==> src/rtl/alu_pkg.sv <==
// ============================================================================
// Module      : alu_pkg
// Description : Shared types and defaults for the ALU command interface.
// Revision    : 1.0 - initial release
// ============================================================================
`default_nettype none

package alu_pkg;

  typedef enum logic [2:0] {
    NOP = 3'b000,
    ADD = 3'b001,
    AND = 3'b010,
    XOR = 3'b011,
    MUL = 3'b100
  } op_e;

  // ISSUE is folded into IDLE today; its encoding is reserved for a multi-cycle issue path.
  typedef enum logic [2:0] {
    IDLE  = 3'd0,
    ISSUE = 3'd1,
    WAIT  = 3'd2,
    RESP  = 3'd3,
    DRAIN = 3'd4
  } req_state_e;

  typedef struct packed {
    logic [7:0] a;
    logic [7:0] b;
    logic [2:0] op;
  } cmd_t;

  localparam int DEF_TIMEOUT = 16;
  localparam int DEF_DRAIN   = 4;

  function automatic logic is_nop(input logic [2:0] op);
    return op == NOP;
  endfunction

endpackage

`default_nettype wire

==> src/rtl/cmd_fifo.sv <==
// ============================================================================
// Module      : cmd_fifo
// Description : Synchronous command FIFO of cmd_t entries with push/pop flags.
// Revision    : 1.0 - initial release
// ============================================================================
`default_nettype none

module cmd_fifo
  import alu_pkg::*;
#(
  parameter int DEPTH = 4
) (
  input  logic clk,
  input  logic reset_n,
  input  logic push,
  input  cmd_t push_data,
  input  logic pop,
  output cmd_t pop_data,
  output logic full,
  output logic empty
);

  localparam int c_AW = $clog2(DEPTH);

  cmd_t            r_mem [DEPTH];
  logic [c_AW:0]   r_wptr;
  logic [c_AW:0]   r_rptr;
  logic            w_do_push;
  logic            w_do_pop;

  // The extra pointer bit separates full from empty when the indices match.
  assign empty     = (r_wptr == r_rptr);
  assign full      = (r_wptr[c_AW] != r_rptr[c_AW]) &&
                     (r_wptr[c_AW-1:0] == r_rptr[c_AW-1:0]);
  assign w_do_pop  = pop && !empty;
  assign w_do_push = push && (!full || w_do_pop);
  assign pop_data  = r_mem[r_rptr[c_AW-1:0]];

  always_ff @(posedge clk) begin
    if (!reset_n) begin
      r_wptr <= '0;
      r_rptr <= '0;
    end else begin
      if (w_do_push) r_wptr <= r_wptr + 1'b1;
      if (w_do_pop)  r_rptr <= r_rptr + 1'b1;
    end
  end

  always_ff @(posedge clk) begin
    if (w_do_push) r_mem[r_wptr[c_AW-1:0]] <= push_data;
  end

endmodule

`default_nettype wire

==> src/rtl/alu_requester.sv <==
// ============================================================================
// Module      : alu_requester
// Description : Buffers host commands, issues them to the ALU one at a time
//               and returns results on a valid/ready response port.
// Revision    : 1.0 - initial release
// ============================================================================
`default_nettype none

module alu_requester
  import alu_pkg::*;
#(
  parameter int DEPTH   = 4,
  parameter int TIMEOUT = DEF_TIMEOUT,
  parameter int DRAIN   = DEF_DRAIN
) (
  input  logic        clk,
  input  logic        reset_n,
  input  logic        cmd_valid,
  output logic        cmd_ready,
  input  logic [7:0]  cmd_a,
  input  logic [7:0]  cmd_b,
  input  logic [2:0]  cmd_op,
  output logic        rsp_valid,
  input  logic        rsp_ready,
  output logic [15:0] rsp_result,
  output logic [2:0]  rsp_op,
  output logic        rsp_timeout,
  output logic [7:0]  alu_a,
  output logic [7:0]  alu_b,
  output logic [2:0]  alu_op,
  output logic        alu_start,
  input  logic        alu_done,
  input  logic [15:0] alu_result,
  output logic        busy
);

  localparam int c_TMO_W = $clog2(TIMEOUT + 1);
  localparam int c_DRN_W = (DRAIN > 0) ? $clog2(DRAIN + 1) : 1;
  localparam logic [c_TMO_W-1:0] c_TMO_LAST = c_TMO_W'(TIMEOUT - 1);
  localparam logic [c_TMO_W-1:0] c_TMO_MAX  = c_TMO_W'(TIMEOUT);
  localparam logic [c_DRN_W-1:0] c_DRN_LAST = c_DRN_W'(DRAIN - 1);

  cmd_t  w_push_data;
  cmd_t  w_head;
  logic  w_fifo_full;
  logic  w_fifo_empty;
  logic  w_pop;

  req_state_e         r_state,       w_state_nxt;
  logic [c_TMO_W-1:0] r_tmo_cnt,     w_tmo_nxt;
  logic [c_DRN_W-1:0] r_drn_cnt,     w_drn_nxt;
  logic [7:0]         r_alu_a,       w_alu_a_nxt;
  logic [7:0]         r_alu_b,       w_alu_b_nxt;
  logic [2:0]         r_alu_op,      w_alu_op_nxt;
  logic               r_alu_start,   w_alu_start_nxt;
  logic [15:0]        r_rsp_result,  w_rsp_result_nxt;
  logic [2:0]         r_rsp_op,      w_rsp_op_nxt;
  logic               r_rsp_timeout, w_rsp_timeout_nxt;

  assign w_push_data = {cmd_a, cmd_b, cmd_op};
  assign cmd_ready   = !w_fifo_full;

  cmd_fifo #(
    .DEPTH (DEPTH)
  ) u_cmd_fifo (
    .clk       (clk),
    .reset_n   (reset_n),
    .push      (cmd_valid && cmd_ready),
    .push_data (w_push_data),
    .pop       (w_pop),
    .pop_data  (w_head),
    .full      (w_fifo_full),
    .empty     (w_fifo_empty)
  );

  always_ff @(posedge clk) begin
    if (!reset_n) begin
      r_state       <= IDLE;
      r_tmo_cnt     <= '0;
      r_drn_cnt     <= '0;
      r_alu_a       <= '0;
      r_alu_b       <= '0;
      r_alu_op      <= '0;
      r_alu_start   <= 1'b0;
      r_rsp_result  <= '0;
      r_rsp_op      <= '0;
      r_rsp_timeout <= 1'b0;
    end else begin
      r_state       <= w_state_nxt;
      r_tmo_cnt     <= w_tmo_nxt;
      r_drn_cnt     <= w_drn_nxt;
      r_alu_a       <= w_alu_a_nxt;
      r_alu_b       <= w_alu_b_nxt;
      r_alu_op      <= w_alu_op_nxt;
      r_alu_start   <= w_alu_start_nxt;
      r_rsp_result  <= w_rsp_result_nxt;
      r_rsp_op      <= w_rsp_op_nxt;
      r_rsp_timeout <= w_rsp_timeout_nxt;
    end
  end

  always_comb begin
    w_state_nxt       = r_state;
    w_tmo_nxt         = r_tmo_cnt;
    w_drn_nxt         = r_drn_cnt;
    w_alu_a_nxt       = r_alu_a;
    w_alu_b_nxt       = r_alu_b;
    w_alu_op_nxt      = r_alu_op;
    w_alu_start_nxt   = r_alu_start;
    w_rsp_result_nxt  = r_rsp_result;
    w_rsp_op_nxt      = r_rsp_op;
    w_rsp_timeout_nxt = r_rsp_timeout;
    w_pop             = 1'b0;

    case (r_state)
      IDLE: begin
        if (!w_fifo_empty) begin
          w_pop        = 1'b1;
          w_rsp_op_nxt = w_head.op;
          if (is_nop(w_head.op)) begin
            w_rsp_result_nxt  = '0;
            w_rsp_timeout_nxt = 1'b0;
            w_state_nxt       = RESP;
          end else begin
            w_alu_a_nxt     = w_head.a;
            w_alu_b_nxt     = w_head.b;
            w_alu_op_nxt    = w_head.op;
            w_alu_start_nxt = 1'b1;
            w_tmo_nxt       = '0;
            w_state_nxt     = WAIT;
          end
        end
      end

      WAIT: begin
        // A done sampled on the last allowed cycle still wins over the timeout.
        if (alu_done) begin
          w_rsp_result_nxt  = alu_result;
          w_rsp_timeout_nxt = 1'b0;
          w_alu_start_nxt   = 1'b0;
          w_state_nxt       = RESP;
        end else if (r_tmo_cnt == c_TMO_LAST) begin
          w_rsp_result_nxt  = '0;
          w_rsp_timeout_nxt = 1'b1;
          w_alu_start_nxt   = 1'b0;
          w_state_nxt       = RESP;
        end else if (r_tmo_cnt != c_TMO_MAX) begin
          w_tmo_nxt = r_tmo_cnt + 1'b1;
        end
      end

      RESP: begin
        if (rsp_ready) begin
          if (is_nop(r_rsp_op) || (DRAIN == 0)) begin
            w_state_nxt = IDLE;
          end else begin
            w_drn_nxt   = '0;
            w_state_nxt = alu_pkg::DRAIN;
          end
        end
      end

      alu_pkg::DRAIN: begin
        if (r_drn_cnt == c_DRN_LAST) begin
          w_state_nxt = IDLE;
        end else begin
          w_drn_nxt = r_drn_cnt + 1'b1;
        end
      end

      default: w_state_nxt = IDLE;
    endcase
  end

  assign rsp_valid   = (r_state == RESP);
  assign rsp_result  = r_rsp_result;
  assign rsp_op      = r_rsp_op;
  assign rsp_timeout = r_rsp_timeout;
  assign alu_a       = r_alu_a;
  assign alu_b       = r_alu_b;
  assign alu_op      = r_alu_op;
  assign alu_start   = r_alu_start;
  assign busy        = (r_state != IDLE) || !w_fifo_empty;

endmodule

`default_nettype wire

==> config.mk <==
export PLATFORM = sky130hd
export DESIGN_NAME = alu_requester
export DESIGN_NICKNAME = d
export VERILOG_FILES = /design/src/rtl/alu_pkg.sv /design/src/rtl/cmd_fifo.sv /design/src/rtl/alu_requester.sv
export SDC_FILE = /design/constraint.sdc
export NUM_CORES = 1
export LEC_CHECK = 0
export ABC_AREA = 1
export ABC_CLOCK_PERIOD_IN_PS = 4000
export BUFFER_PORTS_ARGS = -buffer_cell sky130_fd_sc_hd__buf_2
export CORE_MARGIN = 2
export CORE_UTILIZATION = 60
export CTS_CLUSTER_SIZE = 40
export DETAILED_ROUTE_END_ITERATION = 16
export PLACE_DENSITY = 0.95
export SETUP_SLACK_MARGIN = 0.1
export SLEW_MARGIN = 20
export SYNTH_ARGS = -nofsm -noshare
export SYNTH_HDL_FRONTEND = slang
export SYNTH_SLANG_ARGS = --single-unit
==> constraint.sdc <==
create_clock -name clk -period 4 [get_ports clk]
set_clock_uncertainty 0.1 [all_clocks]
set_input_delay 0.6 -clock clk [delete_from_list [all_inputs] [get_ports clk]]
set_output_delay 0.6 -clock clk [all_outputs]
set_load 0.03 [all_outputs]
# Word-level counts from Yosys, hierarchy flattened
# Memory sizes are Yosys's and may differ from the RTL's. A register that Yosys moved wholly into a read port is not among the register bits.
# Cells that the tools add are included.
[word_totals]
ff_bits = 57
ramBits = 76
out_inout_bits = 43
wordCells = 99
n_memories = 1
[memory_table]
columns = ["name", "depth", "word_bits", "rd", "rd_ports_with_merged_regs", "wr", "line_no", "rtl"]
rows = [
  ["u_cmd_fifo.r_mem", 4, 19, 1, 1, 1, "cmd_fifo.sv:25", "cmd_t r_mem [DEPTH];"],
]
[classes]
add_sub_neg = 4
eq_ne = 20
muxes = 39
bitwise = 2
reduce_logical = 21
[ops]
columns = ["op", "count"]
rows = [
  ["$mux 16", 4],
  ["$pmux 16 s2", 1],
  ["$mux 3", 9],
  ["$mux 5", 5],
  ["$ne 2x2->1 const B", 9],
  ["$reduce_and 4->1", 4],
  ["$mux 1", 13],
  ["$pmux 3 s4", 1],
  ["$pmux 5 s2", 1],
  ["$add 3x1->3 const B", 3],
  ["$eq 3x2->1 const B", 3],
  ["$logic_not 3->1", 3],
  ["$pmux 3 s2", 1],
  ["$reduce_and 6->1", 1],
  ["$add 5x1->5 const B", 1],
  ["$eq 5x4->1 const B", 1],
  ["$ne 5x5->1 const B", 1],
  ["$logic_and 1x1->1", 4],
  ["$mux 2", 2],
  ["$pmux 1 s2", 2],
  ["$reduce_bool 2->1", 2],
  ["$eq 3x3->1", 1],
  ["$eq 3x3->1 const B", 1],
  ["$ne 3x3->1 const B", 1],
  ["9 further kinds", 12],
]

# Depth between registers and ports, before layout
# Gate-level depths: netlist of run 1.
[logic_depth]
depth_word = 8
depth_mapped = 11
mapped_depth_nobuf = 9

# By module
# From an unflattened synthesis of run 1, not the netlist that was laid out.
[hier_totals]
cells_unflattened = 538
hier_area_um2 = 5406.4
[modules_own_cells]
columns = ["mod", "instances", "cells_each", "area_per_inst_um2", "seq_area_each_um2"]
rows = [
  ["cmd_fifo", 1, 250, 3268.1, 2442.3],
  ["alu_requester", 1, 288, 2138.3, 1021.0],
]

# Worst setup path before layout of run 1
# No wires, ideal clock.
[synth_timing]
path_type = "reg-to-reg"
startpoint = "register u_cmd_fifo.r_wptr[0]"
endpoint = "memory u_cmd_fifo.r_mem[3][0] (netlist bit) (enable)"
setup_time_ps = 396
arrival_ps = 1971
required_time_ps = 3504
setup_slack_ps = 1533
path_stages_with_launch = 7
path_buffers = 0
synth_period_minus_slack_ps = 2467
cell_sequence = "dfxtp_1 inv_2 nand2_1 nand2_1 nand4_1 nand2_1 nor2_1"
[synth_between]
elab_cells_between_ends = 13
classes_between = "eq/ne: 2; mux: 4; reduce/logical: 7"
[synth_lines]
columns = ["item", "line_no", "rtl"]
rows = [
  ["start: declaration", "cmd_fifo.sv:26", "logic [c_AW:0] r_wptr;"],
  ["start signal: assignment", "cmd_fifo.sv:44", "if (w_do_push) r_wptr <= r_wptr + 1'b1;"],
  ["$eq 2x2->1 (*)", "cmd_fifo.sv:34", "(r_wptr[c_AW-1:0] == r_rptr[c_AW-1:0]);"],
  ["$logic_and 1x1->1 (*)", "cmd_fifo.sv:33", "assign full = (r_wptr[c_AW] != r_rptr[c_AW]) &&"],
  ["$logic_not 1->1 (*)", "alu_requester.sv:61", "assign cmd_ready = !w_fifo_full;"],
  ["named net cmd_ready", "alu_requester.sv:19", "output logic cmd_ready,"],
  ["$logic_and 1x1->1 or $logic_or 1x1->1 (tied branches)", "alu_requester.sv:68, cmd_fifo.sv:36", ""],
  ["$logic_and 1x1->1 (*)", "cmd_fifo.sv:36", "assign w_do_push = push && (!full || w_do_pop);"],
  ["$mux 1 (*)", "cmd_fifo.sv:50", "if (w_do_push) r_mem[r_wptr[c_AW-1:0]] <= push_data;"],
  ["$mux 1 (implied by the code) (*)", "cmd_fifo.sv:50", ""],
  ["end: declaration", "cmd_fifo.sv:25", ""],
]
# Mark *: on every way through the listed nets, which the timed path passes. The rest lies on a longest branch.

==> impl_metrics.py, run 1 <==
metrics = {
    "layout": {
        "stdcell_count": 711,
        "area_delta_synth_final_pct": 21.1,
        "seq_area_um2": 3460,
        "nets": 640,
        "diodes": 0,
        "final_area_um2": 6380,
        "finish.utilization_pct": 73.9,
        "multiInputGateArea_um2": 1570,
        "nFillCells": 511,
        "drive_above_1_share_pct": 22.4,
    },
    "sta": {
        "slew_headroom_pct": 39.4,
        "finalCriticalPeriod_ns": 2.63,
        "max_freq_mhz": 380,
        "fin_setup_tns_ns": 0,
        "worstMarginPinSlew_ns": 0.905,
        "worst_hold_slack_ns": 0.180,
        "slew_viol_final": 0,
        "rsz0062_at_grt": "false",
        "period_share_pct": 65.8,
        "setup_violations": 0,
        "finalHoldViolCount": 0,
    },
    "clock_network": {
        "cts_root_buf": "clkbuf_8",
        "cts_resized": 0,
        "h-tree-depth": 4,
        "cts_buffers": 17,
        "cts_tree": "done",
        "postCtsSetupBuffers": 0,
        "clock_latency_ns": 0.53,
        "ctsHoldBuffers": 0,
        "cts_buffer_depth": 2,
        "clk_pin_slew_ns": 0.07,
        "numClockSinks": 135,
    },
    "hold_path": {
        "min_path_type": "input port to register",
    },
    "yosys": {
        "synth_commonest_cells": "112 x nand2_1, 76 x edfxtp_1, 59 x dfxtp_1",
        "syn_inst": 505,
        "synth_seq_cells": 135,
        "yosysUniqueCellTypes": 32,
        "synth_enable_flop_cells": 76,
        "syn_area_per_cell_um2": 10.4,
        "async_reset_ff_share_pct": 0,
        "ys.flop_type": "edfxtp_1",
        "ys_seq_area_share_pct": 65.7,
        "synthTopCellsByArea": "edfxtp_1 43%, dfxtp_1 22%, nand2_1 8.0%",
        "synth_top_area_share_pct": 43.3,
        "synth_top_area_cell": "edfxtp_1",
        "syn-num-nets": 555,
        "yosysWarnings": 0,
        "synth_area_um2": 5270,
        "yosysMostFrequentCell": "nand2_1",
    },
    "run": {
        "maxCapViolCount": 0,
    },
    "placed_design": {
        "dpl_cell_area_um2": 5740,
        "dp.cells": 679,
        "portBuffers": 82,
        "dp_hpwl_um": 7210,
        "place_congestion": 0.809,
    },
    "outcome": {
        "status": "complete, no violations",
    },
    "grt": {
        "grt_start_max_net_pins": 40,
        "antenna_found_initial": 0,
        "grt_pass1_vias": 4062,
        "grt_first_pass_wirelength_um": 20400,
        "overflow": 0,
        "grt_use_total_pct": 27.6,
    },
    "critical_path": {
        "worstSetupEndpointType": "register",
        "worst-path-max-fanout": 39,
        "crit_path_start_kind": "register",
        "cp.arrival_ns": 2.98,
        "r2r_slack_ns": 1.37,
        "setup.worst_path.class": "register to register",
        "critPathRequiredTime_ns": 4.34,
    },
    "drt": {
        "ant_nets": 0,
        "vias": 4266,
        "drt_iter0_drc": 501,
        "first_pass_iters": 5,
        "finalWirelength_um": 12900,
        "via_per_inst": 6.00,
        "drc": 0,
        "wl_per_cell_um": 18.2,
    },
    "power_and_ir_drop": {
        "peakVddDrop_mv": 0.388,
        "leakage_nw": 2.55,
        "p_per_area_nw_per_um2": 806,
    },
    "floorplan": {
        "fp.coreArea_um2": 8640,
        "start_util_pct": 61.0,
        "die_area_um2": 9550,
        "die_x_um": 97.7,
        "rows": 34,
        "ios": 83,
        "fp.dieH_um": 97.7,
    },
}
==> layer usage <==
metal	part of all wire (%)	up-vias	routed length [µm]	global-route usage, %
met5	0	-	0	0
met4	3.2	0	411	12.6
li1	-	1908	-	-
met3	8.2	49	1060	7.09
met2	50	291	6430	46.8
met1	39	2018	5040	33.4
==> cells by family (layout without fill, tap and decap cells) <==
kind of cell               Yosys count  in the layout  synth area share [%]
buffers and inverters               53            151                  4.51
DFF                                135            135                  65.7
AOI/OAI and AO/OA                  112            112                  11.2
adders and majority gates           10             10                  2.37
and+or+nand+nor                    195            195                  16.3
==> registers in the layout, indices dropped and copies added, names as in the netlist, 3 cells and up, named ones only <==
register,flops
r_tmo_cnt,5
alu_op,3
u_cmd_fifo.r_rptr,3
u_cmd_fifo.r_wptr,3
u_cmd_fifo.r_mem,76
rsp_op,3
rsp_result,16
r_state,3
r_drn_cnt,3
alu_b,8
alu_a,8
==> final timing paths <==
path | start | cells past startpoint | endpoint
worst max-delay path | register | 10 | alu_b[4]$_SDFFE_PN0P_
worst max register to register | register | 10 | alu_b[4]$_SDFFE_PN0P_
worst min-delay path | cmd_a[0] | 1 | u_cmd_fifo.r_mem[2][11]$_DFFE_PP_
worst min register to register | rsp_result[0]$_SDFFE_PN0P_ | 2 | rsp_result[0]$_SDFFE_PN0P_
==> cells in the final DEF, fill, tap and decap left out, types with 2 or more instances in the layout <==
cell type and count:
nand2_1 112, edfxtp_1 76, buf_4 6, clkinv_4 3
clkinvlp_4 2, o22ai_1 16, nand3_4 2, bufinv_16 5
inv_6 3, inv_1 26, nand2_2 2, nor2_1 44
nor3_1 3, inv_2 4, o21ai_0 38, a211oi_1 2
nand3_2 2, buf_2 82, dfxtp_1 59, nand4_1 4
a21oi_1 55, nand3_1 18, ha_1 10, clkbuf_16 16
==> layout make-up <==
class                   count  area share, %
clock buffers              18           6.55
clock inverters            14           3.47
inverters                  31           1.86
multi-input cells         317           24.6
flip-flops and latches    135           54.3
well taps                 108           2.12
repair buffers             88           7.14
==> metrics by stage <==
stage | total power [mW] | worst slack (ns)
after detailed placement | 3.36 | 1.66
final | 5.14 | 1.37
after global routing | 5.34 | 1.23
after floorplan | 3.01 | 1.53
after global placement | 3.29 | 1.86
after CTS | 5.11 | 1.45
==> report_power, final <==
group,switching [mW],internal (mW),total [mW]
sequential,0.166,1.68,1.85
clock,0.611,1.08,1.69
combinational,1.18,0.425,1.60
total,1.95,3.19,5.14
==> critical path, cell delays in order, from the launching register on <==
cell and delay (ns):
dfxtp_1 0.33, buf_4 0.26, inv_2 0.49, nand2_1 0.17, nand3_1 0.17, nand2_1 0.11, nand3_2 0.13, nand3_4 0.26
inv_4 0.26, nand2_1 0.08, a21oi_1 0.18
Note: power is estimated with default switching activity, not from simulation.
==> run 2: changes to the inputs <==
- ABC_CLOCK_PERIOD_IN_PS: 4000 -> 2600
- CORE_UTILIZATION: 60 -> 56
- PLACE_DENSITY: 0.95 -> 0.91
- clock period: 4 -> 2.6 ns (I/O delays scaled with it)
==> impl_metrics.py, run 2 (synthesized netlist as in run 1, its figures left out) <==
metrics = {
    "critical_path": {
        "worst-path-max-fanout": 4,
        "cp.arrival_ns": 1.88,
        "critPathRequiredTime_ns": 2.11,
        "setup.worst_path.class": "register to output port",
        "worstSetupEndpointType": "output port",
        "crit_path_start_kind": "register",
    },
    "sta": {
        "worstMarginPinSlew_ns": 0.688,
        "max_freq_mhz": 422,
        "fin_setup_tns_ns": 0,
        "setup_violations": 0,
        "rsz0062_at_grt": "false",
        "slew_headroom_pct": 54.1,
        "period_share_pct": 91.1,
        "worst_slack_ns": 0.233,
        "finalHoldViolCount": 0,
        "slew_viol_final": 0,
        "worst_hold_slack_ns": 0.0111,
        "finalCriticalPeriod_ns": 2.37,
    },
    "floorplan": {
        "start_util_pct": 57.3,
        "die_area_um2": 10200,
        "die_x_um": 101,
        "fp.dieH_um": 101,
        "fp.coreArea_um2": 9200,
        "rows": 35,
        "ios": 83,
    },
    "power_and_ir_drop": {
        "p_int_mw": 4.81,
        "p_seq_share_pct": 36.2,
        "leakage_nw": 2.66,
        "combinationalPowerShare_pct": 31.9,
        "peakVddDrop_mv": 0.867,
        "report.power.total_mw": 7.79,
        "p_switching_mw": 2.99,
        "clkPwrFrac_pct": 31.9,
        "p_per_area_nw_per_um2": 1180,
        "swShare_pct": 38.3,
    },
    "layout": {
        "stdcell_count": 740,
        "mostFrequentLayoutCell": "nand2_1",
        "nFillCells": 569,
        "multiInputGateArea_um2": 1570,
        "drive_above_1_share_pct": 22.6,
        "finish.utilization_pct": 72.0,
        "final_cell_mix": "112 x nand2_1, 82 x buf_2, 76 x edfxtp_1",
        "seq_area_um2": 3460,
        "diodes": 0,
        "largest_register_ffs": 76,
        "final_area_um2": 6620,
        "nets": 666,
        "area_delta_synth_final_pct": 25.6,
    },
    "clock_network": {
        "ctsHoldBuffers": 21,
        "cts_resized": 0,
        "cts_buffers": 17,
        "postCtsSetupBuffers": 0,
        "h-tree-depth": 4,
        "cts_buffer_depth": 2,
        "clk_pin_slew_ns": 0.06,
        "clock_latency_ns": 0.53,
        "numClockSinks": 135,
        "cts_root_buf": "clkbuf_8",
        "cts_tree": "done",
    },
    "placed_design": {
        "dp.cells": 687,
        "place_congestion": 0.798,
        "post-place-ws_ns": 0.429,
        "dp_hpwl_um": 7450,
        "dpl_cell_area_um2": 5800,
        "portBuffers": 82,
    },
    "drt": {
        "drc": 0,
        "via_per_inst": 5.71,
        "vias": 4226,
        "first_pass_iters": 5,
        "wl_per_cell_um": 17.1,
        "drt_iter0_drc": 333,
        "finalWirelength_um": 12600,
        "ant_nets": 0,
    },
    "grt": {
        "grt_use_total_pct": 25.6,
        "grt_start_max_net_pins": 33,
        "grt_pass1_vias": 4232,
        "antenna_found_initial": 0,
        "grt_first_pass_wirelength_um": 19800,
        "overflow": 0,
    },
    "run": {
        "maxCapViolCount": 0,
    },
    "outcome": {
        "status": "complete, no violations",
    },
    "hold_path": {
        "min_path_type": "input port to register",
    },
}
## run 2: changes by cell type in the layout (fill, tap and decap cells not counted), sizes merged
cell	before	now
inv	34	39
buf	88	93
clkinv	4	2
clkbuf	18	19
dlygate4sd3	0	21
clkinvlp	2	0
bufinv	5	3
## run 2: path summary, 6_finish.rpt
path	cells past startpoint	startpoint	to	slack [ns]
hold reg to reg	2	rsp_result[11]$_SDFFE_PN0P_	rsp_result[11]$_SDFFE_PN0P_	0.36
setup reg to reg	9	register	alu_a[4]$_SDFFE_PN0P_	0.35
setup / recovery	7	u_cmd_fifo.r_wptr[1]$_SDFFE_PN0P_	busy	0.23
hold / removal	3	alu_result[7]	rsp_result[7]$_SDFFE_PN0P_	0.01
## run 2: layout make-up
class / count / area share [%]
sequential: 135 / 52.3
multi-input combinational: 317 / 23.8
timing repair buffer: 114 / 10.8
clock buffer: 19 / 6.52
clock inverter: 13 / 2.72
tap: 111 / 2.10
inverter: 31 / 1.80
## run 2: power groups by stage
stage	registers [mW]	logic, mW	clock network, mW
final	2.82	2.49	2.48
after global routing	2.85	2.72	2.58
after CTS	2.81	2.48	2.49
after detailed placement	2.85	2.41	0
after global placement	2.82	2.28	0
after floorplan	3.17	1.46	0
## run 2: critical path, stage by stage (launching register included)
cell	delay (ns)
dfxtp_1	0.35
inv_1	0.15
nand2_1	0.07
nand2_1	0.10
nand3_2	0.13
nor2_1	0.29
inv_1	0.08
buf_2	0.18
## run 2: layer usage
layer	global-route usage [%]	routed length (µm)	part of all wire [%]
met5	0	0	0
met4	13.3	334	2.6
met3	7.84	1070	8.5
met2	43.9	6320	50
met1	28.8	4910	39
==> run 3: changes to the inputs <==
- ABC_AREA: 1 -> unset
- CORE_MARGIN: 2 -> 3
==> impl_metrics.py, run 3 <==
metrics = {
    "floorplan": {
        "die_area_um2": 10900,
        "die_x_um": 104,
        "fp.dieH_um": 104,
        "fp.coreArea_um2": 9330,
        "ios": 83,
        "rows": 35,
        "start_util_pct": 58.1,
    },
    "sta": {
        "setup_violations": 0,
        "fin_setup_tns_ns": 0,
        "finalCriticalPeriod_ns": 2.36,
        "worstMarginPinSlew_ns": 0.612,
        "rsz0062_at_grt": "false",
        "finalHoldViolCount": 0,
        "slew_viol_final": 0,
        "period_share_pct": 90.7,
        "worst_slack_ns": 0.241,
        "max_freq_mhz": 424,
        "slew_headroom_pct": 58.9,
        "worst_hold_slack_ns": 0.0153,
    },
    "critical_path": {
        "cp.buffers_inverters": 1,
        "cp_slowest_cell": "dfxtp_1",
        "worstSetupEndpointType": "output port",
        "crit_chain": "xor2_1, nor3_2, nand3_1, buf_2",
        "crit_family": "flip-flops",
        "worst_r2r_path_depth": 4,
        "setup.worst_path.class": "register to output port",
        "slowest_delay_ns": 0.43,
        "critPathRequiredTime_ns": 2.11,
        "r2r_slack_ns": 0.29,
        "crit_path_start_kind": "register",
        "rr_endpoint": "r_tmo_cnt[1]$_SDFFE_PN0P_",
        "cp.arrival_ns": 1.87,
        "worst-path-max-fanout": 6,
    },
    "clock_network": {
        "cts_buffer_depth": 2,
        "numClockSinks": 135,
        "postCtsSetupBuffers": 0,
        "clk_pin_slew_ns": 0.07,
        "cts_root_buf": "clkbuf_8",
        "clock_latency_ns": 0.53,
        "cts_tree": "done",
        "cts_buffers": 17,
        "h-tree-depth": 4,
    },
    "grt": {
        "overflow": 0,
        "grt_pass1_vias": 3995,
        "grt_first_pass_wirelength_um": 21000,
        "grt_start_max_net_pins": 47,
        "grt_use_total_pct": 25.0,
        "antenna_found_initial": 0,
    },
    "placed_design": {
        "dp_hpwl_um": 7780,
        "post-place-ws_ns": 0.261,
        "place_congestion": 0.797,
        "dp.cells": 601,
        "portBuffers": 82,
        "dpl_cell_area_um2": 5940,
    },
    "drt": {
        "finalWirelength_um": 13100,
        "via_per_inst": 6.00,
        "first_pass_iters": 5,
        "ant_nets": 0,
        "drc": 0,
        "vias": 3987,
        "wl_per_cell_um": 19.7,
        "drt_iter0_drc": 423,
    },
    "yosys": {
        "synth_seq_cells": 135,
        "syn_inst": 407,
        "syn_area_per_cell_um2": 13.3,
        "ys.flop_type": "edfxtp_1",
        "synth_enable_flop_cells": 76,
        "synth_top_area_share_pct": 42.1,
        "yosysUniqueCellTypes": 46,
        "synth_commonest_cells": "76 x edfxtp_1, 59 x dfxtp_1, 33 x o21ai_0",
        "syn-num-nets": 457,
        "async_reset_ff_share_pct": 0,
        "synth_area_um2": 5420,
        "synthTopCellsByArea": "edfxtp_1 42%, dfxtp_1 22%, mux4_2 7.9%",
        "synth_top_area_cell": "edfxtp_1",
        "yosysWarnings": 0,
        "yosysMostFrequentCell": "edfxtp_1",
        "ys_seq_area_share_pct": 63.9,
    },
    "layout": {
        "stdcell_count": 665,
        "drive_above_1_share_pct": 29.1,
        "mostFrequentLayoutCell": "buf_2",
        "largest_register_ffs": 76,
        "nFillCells": 532,
        "final_area_um2": 6890,
        "area_delta_synth_final_pct": 27.0,
        "final_cell_mix": "82 x buf_2, 76 x edfxtp_1, 59 x dfxtp_1",
        "diodes": 0,
        "nets": 573,
    },
    "run": {
        "maxCapViolCount": 0,
    },
    "outcome": {
        "status": "complete, no violations",
    },
    "hold_path": {
        "min_to": "rsp_result[6]$_SDFFE_PN0P_",
        "min_path_cells": 3,
        "min_path_type": "input port to register",
        "hp-start": "alu_result[6]",
    },
    "power_and_ir_drop": {
        "p_per_area_nw_per_um2": 1060,
        "leakage_nw": 2.62,
        "peakVddDrop_mv": 0.642,
    },
}
[run 3: repair_timing]
item                       CTS  global route
setup endpoints to repair    1             4
resized for setup            1             1
hold buffers                32             0
hold endpoints to repair    86             0
[run 3: worst max-delay path by stage]
stage                                                  from                     endpoint  slack (ns)  cells after the start
after floorplan                                    register    r_tmo_cnt[0]$_SDFFE_PN0P_        0.42                      7
after global placement            r_tmo_cnt[0]$_SDFFE_PN0P_   rsp_result[3]$_SDFFE_PN0P_        0.39                      7
after detailed placement          r_tmo_cnt[0]$_SDFFE_PN0P_  rsp_result[15]$_SDFFE_PN0P_        0.26                      7
after CTS                         r_tmo_cnt[0]$_SDFFE_PN0P_  rsp_result[15]$_SDFFE_PN0P_        0.24                      7
after global routing      u_cmd_fifo.r_wptr[1]$_SDFFE_PN0P_                         busy        0.10                      4
final                     u_cmd_fifo.r_wptr[1]$_SDFFE_PN0P_                         busy        0.24                      4
[run 3: final cells by class]
cell class,count,area [µm²],share of cell area (%)
Inverter,12,45.0,0.654
Multi-Input combinational cell,231,1780,25.9
Tap cell,129,161,2.34
Clock inverter,15,200,2.91
Timing Repair Buffer,126,821,11.9
Clock buffer,17,414,6.01
Sequential cell,135,3460,50.3
[run 3: power by group]
part / switching, mW / leakage [nW] / internal (mW)
Clock: 1.04 / 0.299 / 1.43
Sequential: 0.254 / 1.18 / 2.58
Combinational: 1.33 / 1.15 / 0.670
Total: 2.62 / 2.62 / 4.67
[run 3: cell families after synthesis]
family	Yosys count	share of synthesized area, %
buffers and inverters	41	3.42
and+or+nand+nor	114	11.1
adders and majority gates	10	2.31
xor gates and xnor gates	8	1.29
DFF	135	63.9
AOI/OAI and AO/OA	77	9.51
muxes	22	8.45
[run 3: per-layer routing]
| metal | GRT usage, % | wire length [µm] |
|---|---|---|
| met1 | 28.9 | 4950 |
| met2 | 43.5 | 6880 |
| met3 | 7.26 | 949 |
| met4 | 10.1 | 338 |
| met5 | 0 | 0 |
[run 3: tightest hold or removal path, delay by kind of cell]
family                 cells  cell delay [ns]
AO/OA/AOI/OAI              2             0.12
buffers and inverters      1             0.08
[run 3: through the flow]
step	util, %	total power, mW
after floorplan	-	4.23
after global placement	63.7	4.68
after detailed placement	63.7	4.76
after CTS	73.8	7.28
after global routing	73.8	7.58
final	73.8	7.30
